**config.mk**
```make
export PLATFORM = sky130hd
export DESIGN_NAME = dsp_mac_slice
export DESIGN_NICKNAME = d
export VERILOG_FILES = /design/src/rtl/dsp_mac_slice.sv
export SDC_FILE = /design/constraint.sdc
export NUM_CORES = 2
export LEC_CHECK = 0
export ABC_AREA = 1
export CAP_MARGIN = 15
export CORE_MARGIN = 2
export CORE_UTILIZATION = 55
export CTS_BUF_LIST = sky130_fd_sc_hd__clkbuf_8
export CTS_CLUSTER_DIAMETER = 120
export CTS_CLUSTER_SIZE = 25
export DETAILED_ROUTE_END_ITERATION = 16
export MAX_ROUTING_LAYER = met4
export PLACE_DENSITY = 0.75
export SLEW_MARGIN = 10
export SYNTH_ARGS = -nofsm -noshare
export SYNTH_HDL_FRONTEND = slang
export SYNTH_SLANG_ARGS = --single-unit
```
**constraint.sdc**
```tcl
create_clock -name clk -period 16.4 [get_ports clk]
set_clock_uncertainty 0.1 [all_clocks]
set_input_delay 3.28 -clock clk [delete_from_list [all_inputs] [get_ports clk]]
set_output_delay 3.28 -clock clk [all_outputs]
set_load 0.02 [all_outputs]
```
**src/rtl/dsp_mac_slice.sv**
```systemverilog
// dsp_mac_slice: three-stage signed pre-add / multiply / post-add MAC engine
// with a valid/ready stream handshake, NCH channel-interleaved accumulators
// and optional post-adder saturation.
//
// Ports:
//   clk, rst_n          clock, asynchronous active-low reset
//   in_valid / in_ready input beat handshake (in_ready = whole-pipe advance)
//   a, b, d, c, pcin    operands (signed); pcin is the cascade input
//   carryin             post-adder carry/borrow input
//   opmode              [0] PRE_EN [1] PRE_SUB [3:2] ZSEL [4] POST_SUB [5] ACC_WR
//   ch                  accumulator channel of the beat
//   acc_clr             synchronous clear of all accumulators
//   out_valid/out_ready result beat handshake
//   p, pcout            result (pcout mirrors p for cascading)
//   m                   multiplier result of the output beat
//   ch_out              channel tag of the output beat
//   carryout, ovf       raw post-adder carry, signed overflow of the beat
module dsp_mac_slice #(
    parameter int A_W    = 18,
    parameter int B_W    = 18,
    parameter int C_W    = 48,
    parameter int P_W    = 48,
    parameter int NCH    = 4,
    parameter int SAT_EN = 0,
    localparam int CH_W  = (NCH > 1) ? $clog2(NCH) : 1,
    localparam int M_W   = A_W + B_W + 1
) (
    input  logic              clk,
    input  logic              rst_n,
    input  logic              in_valid,
    output logic              in_ready,
    input  logic [A_W-1:0]    a,
    input  logic [B_W-1:0]    b,
    input  logic [B_W-1:0]    d,
    input  logic [C_W-1:0]    c,
    input  logic [P_W-1:0]    pcin,
    input  logic              carryin,
    input  logic [5:0]        opmode,
    input  logic [CH_W-1:0]   ch,
    input  logic              acc_clr,
    output logic              out_valid,
    input  logic              out_ready,
    output logic [P_W-1:0]    p,
    output logic [P_W-1:0]    pcout,
    output logic [M_W-1:0]    m,
    output logic [CH_W-1:0]   ch_out,
    output logic              carryout,
    output logic              ovf
);

    logic                     ce_s;

    logic signed [A_W-1:0]    a_s1_r;
    logic signed [B_W-1:0]    b_s1_r;
    logic signed [B_W-1:0]    d_s1_r;
    logic signed [C_W-1:0]    c_s1_r;
    logic [P_W-1:0]           pcin_s1_r;
    logic                     cin_s1_r;
    logic [5:0]               op_s1_r;
    logic [CH_W-1:0]          ch_s1_r;
    logic                     v_s1_r;

    logic signed [B_W:0]      pre_s;
    logic signed [M_W-1:0]    m_s;

    logic signed [M_W-1:0]    m_s2_r;
    logic signed [C_W-1:0]    c_s2_r;
    logic [P_W-1:0]           pcin_s2_r;
    logic                     cin_s2_r;
    logic [5:2]               op_s2_r;
    logic [CH_W-1:0]          ch_s2_r;
    logic                     v_s2_r;

    logic [P_W-1:0]           acc_r [NCH];

    logic                     ch_ok_s;
    logic [P_W-1:0]           z_s;
    logic [P_W-1:0]           mx_s;
    logic [P_W:0]             r_s;
    logic signed [P_W+1:0]    ez_s;
    logic signed [P_W+1:0]    em_s;
    logic signed [P_W+1:0]    ec_s;
    logic signed [P_W+1:0]    ex_s;
    logic                     ovf_s;
    logic [P_W-1:0]           p_next_s;

    logic [P_W-1:0]           p_r;
    logic [M_W-1:0]           m_r;
    logic [CH_W-1:0]          ch_out_r;
    logic                     carryout_r;
    logic                     ovf_r;
    logic                     out_valid_r;

    // Whole-pipe advance: move when the output slot is empty or being taken.
    assign ce_s     = !out_valid_r || out_ready;
    assign in_ready = ce_s;

    // Stage 1: capture the input beat and its control.
    always_ff @(posedge clk or negedge rst_n) begin
        if (!rst_n) begin
            a_s1_r    <= {A_W{1'b0}};
            b_s1_r    <= {B_W{1'b0}};
            d_s1_r    <= {B_W{1'b0}};
            c_s1_r    <= {C_W{1'b0}};
            pcin_s1_r <= {P_W{1'b0}};
            cin_s1_r  <= 1'b0;
            op_s1_r   <= 6'b000000;
            ch_s1_r   <= {CH_W{1'b0}};
            v_s1_r    <= 1'b0;
        end else if (ce_s) begin
            a_s1_r    <= a;
            b_s1_r    <= b;
            d_s1_r    <= d;
            c_s1_r    <= c;
            pcin_s1_r <= pcin;
            cin_s1_r  <= carryin;
            op_s1_r   <= opmode;
            ch_s1_r   <= ch;
            v_s1_r    <= in_valid;
        end
    end

    // Pre-adder at B_W+1 bits (no truncation) feeding the signed multiplier.
    always_comb begin
        pre_s = (B_W+1)'(b_s1_r);
        if (op_s1_r[0]) begin
            if (op_s1_r[1]) begin
                pre_s = (B_W+1)'(d_s1_r) - (B_W+1)'(b_s1_r);
            end else begin
                pre_s = (B_W+1)'(d_s1_r) + (B_W+1)'(b_s1_r);
            end
        end else begin
            pre_s = (B_W+1)'(b_s1_r);
        end
        m_s = M_W'(a_s1_r) * M_W'(pre_s);
    end

    // Stage 2: register the product and carry post-adder operands forward.
    always_ff @(posedge clk or negedge rst_n) begin
        if (!rst_n) begin
            m_s2_r    <= {M_W{1'b0}};
            c_s2_r    <= {C_W{1'b0}};
            pcin_s2_r <= {P_W{1'b0}};
            cin_s2_r  <= 1'b0;
            op_s2_r   <= 4'b0000;
            ch_s2_r   <= {CH_W{1'b0}};
            v_s2_r    <= 1'b0;
        end else if (ce_s) begin
            m_s2_r    <= m_s;
            c_s2_r    <= c_s1_r;
            pcin_s2_r <= pcin_s1_r;
            cin_s2_r  <= cin_s1_r;
            op_s2_r   <= op_s1_r[5:2];
            ch_s2_r   <= ch_s1_r;
            v_s2_r    <= v_s1_r;
        end
    end

    // Post-adder: Z select, raw P_W+1 bit carry path, exact signed overflow
    // check and optional saturation toward the sign of Z.
    always_comb begin
        ch_ok_s = ({{(32-CH_W){1'b0}}, ch_s2_r} < NCH);
        mx_s    = P_W'(m_s2_r);
        case (op_s2_r[3:2])
            2'd0:    z_s = {P_W{1'b0}};
            2'd1:    z_s = P_W'(c_s2_r);
            2'd2:    z_s = ch_ok_s ? acc_r[ch_s2_r] : {P_W{1'b0}};
            2'd3:    z_s = pcin_s2_r;
            default: z_s = {P_W{1'b0}};
        endcase
        ez_s = (P_W+2)'($signed(z_s));
        em_s = (P_W+2)'($signed(mx_s));
        ec_s = {{(P_W+1){1'b0}}, cin_s2_r};
        if (op_s2_r[4]) begin
            r_s  = {1'b0, z_s} - ({1'b0, mx_s} + {{P_W{1'b0}}, cin_s2_r});
            ex_s = ez_s - em_s - ec_s;
        end else begin
            r_s  = {1'b0, z_s} + {1'b0, mx_s} + {{P_W{1'b0}}, cin_s2_r};
            ex_s = ez_s + em_s + ec_s;
        end
        // Overflow when the exact result is not the sign extension of its low P_W bits.
        ovf_s = (ex_s != (P_W+2)'($signed(ex_s[P_W-1:0])));
        if ((SAT_EN != 32'sd0) && ovf_s) begin
            p_next_s = z_s[P_W-1] ? {1'b1, {(P_W-1){1'b0}}} : {1'b0, {(P_W-1){1'b1}}};
        end else begin
            p_next_s = r_s[P_W-1:0];
        end
    end

    // Stage 3: output registers.
    always_ff @(posedge clk or negedge rst_n) begin
        if (!rst_n) begin
            p_r         <= {P_W{1'b0}};
            m_r         <= {M_W{1'b0}};
            ch_out_r    <= {CH_W{1'b0}};
            carryout_r  <= 1'b0;
            ovf_r       <= 1'b0;
            out_valid_r <= 1'b0;
        end else if (ce_s) begin
            p_r         <= p_next_s;
            m_r         <= m_s2_r;
            ch_out_r    <= ch_s2_r;
            carryout_r  <= r_s[P_W];
            ovf_r       <= ovf_s;
            out_valid_r <= v_s2_r;
        end
    end

    // Accumulators: written by valid ACC_WR beats leaving stage 2; acc_clr
    // wins and acts even while the pipe is stalled.
    always_ff @(posedge clk or negedge rst_n) begin
        if (!rst_n) begin
            for (int i = 0; i < NCH; i++) acc_r[i] <= {P_W{1'b0}};
        end else if (acc_clr) begin
            for (int i = 0; i < NCH; i++) acc_r[i] <= {P_W{1'b0}};
        end else if (ce_s && v_s2_r && op_s2_r[5] && ch_ok_s) begin
            acc_r[ch_s2_r] <= p_next_s;
        end
    end

    assign p         = p_r;
    assign pcout     = p_r;
    assign m         = m_r;
    assign ch_out    = ch_out_r;
    assign carryout  = carryout_r;
    assign ovf       = ovf_r;
    assign out_valid = out_valid_r;

endmodule

```
==> key figures <==
Run status
  • Status: complete, no violations

Yosys
  • Ys Warns: 0
  • Prevailing post-synth register cell: dfrtp_1
  • Number of flops mapped to enable cells by yosys: 0
  • Distinct cells, synth: 67
  • Cells after Synth: 6024
  • XOR/XNOR share of the synthesized area: 0.0136
  • Net count after synthesis: between 6000 and 7000
  • Seq cells post-synth: 583
  • Async set or reset register ratio after synthesis: 1.00
  • Share of the yosys chip area belonging to registers: 0.314
  • Post-synthesis compound-gate area fraction: 0.129
  • Adder-cell share of the synthesized area: 0.217
  • Mux contribution to synthesized area: 0
  • Simple-gate portion of the synthesized area: 0.216
  • Main combinational cell family by area after synthesis: adder cells
  • Post-Syn Area: 46400 um^2
  • Syn Area/Cell: 7.70 um^2

Route
  • First DRT Iteration DRCs: 3828
  • # DRC: 0
  • Final wirelength: ~160000 um
  • Remaining antenna violation count: 0
  • WL/cell: 21.6 um
  • Routed via count: ~40000
  • Drt first pass iters: 6
  • Average vias per placed instance: 5.68

Floorplan
  • Die Y: 294 um
  • Row cnt: 106
  • Die area: 86700 um^2
  • IO Pins: 303
  • Die width: 294 um
  • CORE AREA: 83600 um^2
  • Initial Util: 0.555

Critical path
  • Endpoint class of the critical path: flop
  • Startpoint class of the critical path: flop
  • Setup slack, reg-to-reg: ~7.1 ns
  • Reg2reg end: m_s2_r[36]
  • Critical-path top delay cell: fa_1
  • Setup CP Type: flop to flop
  • WP data required: between 15 and 20 ns
  • CP Max Fanout: 15
  • Worst Path Arrival: approximately 10 ns
  • Reg2Reg Depth: 38
  • Slowest stage delay, CP: 1.07 ns
  • R2r startpoint: b_s1_r[0]

Timing
  • Rel. slew slack: 0.160
  • Hold Vio Cnt, Final: 0
  • RSZ-0062 raised after global routing: no
  • Pins Over Slew Limit: 0
  • Worst-Margin Slew: 1.25 ns
  • Count of final setup violators: 0
  • Max Clk Rate: approximately 110 MHz
  • Post-layout min period: 9.25 ns
  • Setup TNS: 0 ns
  • Period utilisation layout: 0.564

Clocking
  • Clock latency on the worst-skew pair: 0.75 ns
  • H-tree lvl count: 1
  • Post-CTS sizing: 0
  • CTS Hold Buffers Added: 0
  • Post-CTS Setup Bufs: 0
  • Num CTS Buffers: 28
  • Clock Sinks: about 580
  • Clock transition at the registers of the reported paths: 0.15 ns
  • CTS Buffer Depth: 3
  • Root Driver: clkbuf_8
  • TritonCTS clock tree: done

Cells and area
  • P&R area growth vs syn: 8.88%
  • Filler cell count: approximately 7700
  • Share of cells above drive strength 1: 0.0462
  • Number of nets in the layout: just under 7000

GRT
  • Grt total ovfl: 0
  • Tot GR Track Use: 0.372
  • Vias in the first global route: 39900
  • Largest net degree at the start of global routing: 163
  • First-pass GRT wire length: 238000 um
  • Initial antenna violation count: 14

Min path
  • Hold Path Stages: 2
  • Worst hold endpoint: m[27]
  • Hold WC Path Type: flop to flop
  • Worst hold path startpoint: m[27]

Placement
  • PortBufs: just over 300
  • Global placement routability congestion: 1.06
  • DP HPWL: 124000 um

Flow run
  • Maximum capacitance violations: 0
==> stage by stage <==
stage                     instance area (um^2)  setup WS (ns)  utilization  hold WS (ns)  std cells
final                                    50500           7.15        0.605         0.396       7240
after global routing                     50500           6.55        0.605         0.414       7238
after CTS                                50500           7.19        0.604         0.399       7225
after detailed placement                 50000           7.25        0.599         0.365       7191
after global placement                   50000           7.44        0.599         0.359       7191
after floorplan                          46400           8.20            -         0.332       6024
==> critical path, delay by kind of cell, from the launching register on <==
kind                       cells  cell delay (ns)
xor gates and xnor gates       2             0.28
AOI/OAI and AO/OA              9             1.67
adders and majority gates      8             4.53
buffers and inverters          7             0.54
and+or+nand+nor               12             1.63
DFF                            1             0.43
==> state kept, by name, summed over array words and instances, names as in the netlist <==
signal,cells
acc_r,192
c_s1_r,48
c_s2_r,48
p,48
pcin_s1_r,48
pcin_s2_r,48
m,37
m_s2_r,37
a_s1_r,18
b_s1_r,18
d_s1_r,18
op_s1_r,6
op_s2_r,4
ch_out,2
ch_s1_r,2
ch_s2_r,2
carryout,1
cin_s1_r,1
cin_s2_r,1
out_valid,1
ovf,1
v_s1_r,1
v_s2_r,1
==> per-layer routing <==
layer  up-vias  wire length (um)  global-route usage
met3       379             12000              0.0536
li1      19000                 -                   -
met1     19900             63500               0.480
met5         -                 0                   -
met4         0              8530               0.172
met2      1855             72000               0.583
==> cells in the mapped netlist (45+ instances only) <==
master	n	area, um^2
nand2_1	1562	5860
inv_1	987	3700
dfrtp_1	583	14600
nor2_1	431	1620
o21ai_0	430	2150
fa_1	343	6870
ha_1	256	3200
a21oi_1	253	1270
nand3_1	246	1230
clkbuf_1	173	649
o21ai_1	78	390
o22ai_1	65	407
inv_2	50	188
buf_4	48	360
xor2_1	45	394
==> layout by cell type (no fill, tap or decap), types with 14 or more instances in the layout <==
| cell | Yosys | routed |
|---|---|---|
| or2_2 | 29 | 29 |
| nand4_1 | 34 | 34 |
| buf_4 | 48 | 39 |
| ha_1 | 256 | 256 |
| nor2_4 | 8 | 14 |
| a22oi_1 | 21 | 21 |
| nor3_1 | 29 | 29 |
| o21ai_1 | 78 | 79 |
| dfrtp_1 | 583 | 582 |
| nor2_1 | 431 | 425 |
| clkdlybuf4s50_1 | 0 | 301 |
| xnor2_1 | 27 | 27 |
| o21ai_2 | 15 | 16 |
| a22o_1 | 31 | 31 |
| inv_2 | 50 | 51 |
| o22ai_1 | 65 | 65 |
| diode_2 | 0 | 14 |
| a21oi_1 | 253 | 253 |
| nand2_2 | 32 | 32 |
| clkbuf_8 | 0 | 29 |
| o21bai_1 | 38 | 38 |
| xor2_1 | 45 | 45 |
| inv_1 | 987 | 984 |
| nand3_1 | 246 | 246 |
| fa_1 | 343 | 343 |
| a21oi_2 | 14 | 14 |
| nand2_1 | 1562 | 1562 |
| o21ai_0 | 430 | 428 |
| nand3_2 | 15 | 15 |
==> layout make-up <==
cell class / instances / area, um^2 / share of cell area
multi-input cells: 4136 / 26800 / 0.529
flip-flops and latches: 583 / 14600 / 0.289
inverters: 1048 / 3950 / 0.0782
repair buffers: 345 / 3390 / 0.0670
well taps: 1080 / 1350 / 0.0267
clock buffers: 29 / 399 / 0.00790
clock inverters: 5 / 61.3 / 0.00121
diodes: 14 / 35.0 / 0.000693
==> how the worst max path moves through the flow <==
stage                     cells past startpoint    endpoint      start  slack [ns]
after floorplan                              44  m_s2_r[36]  b_s1_r[0]        8.20
after global placement                       42  m_s2_r[31]  b_s1_r[0]        7.44
after detailed placement                     38  m_s2_r[36]  b_s1_r[0]        7.25
after CTS                                    38  m_s2_r[36]  b_s1_r[0]        7.19
after global routing                         41  m_s2_r[35]  b_s1_r[0]        6.55
final                                        38  m_s2_r[36]  b_s1_r[0]        7.15
==> cells by family after synthesis <==
logic type      after synthesis
flops                       583
compound gates             1041
fa+ha+maj                   599
simple gates               2424
buf+inv                    1305
xor+xnor                     72
Power is not shown: default switching activity piles up to over one toggle a cycle in this logic, so the estimate is an artifact.
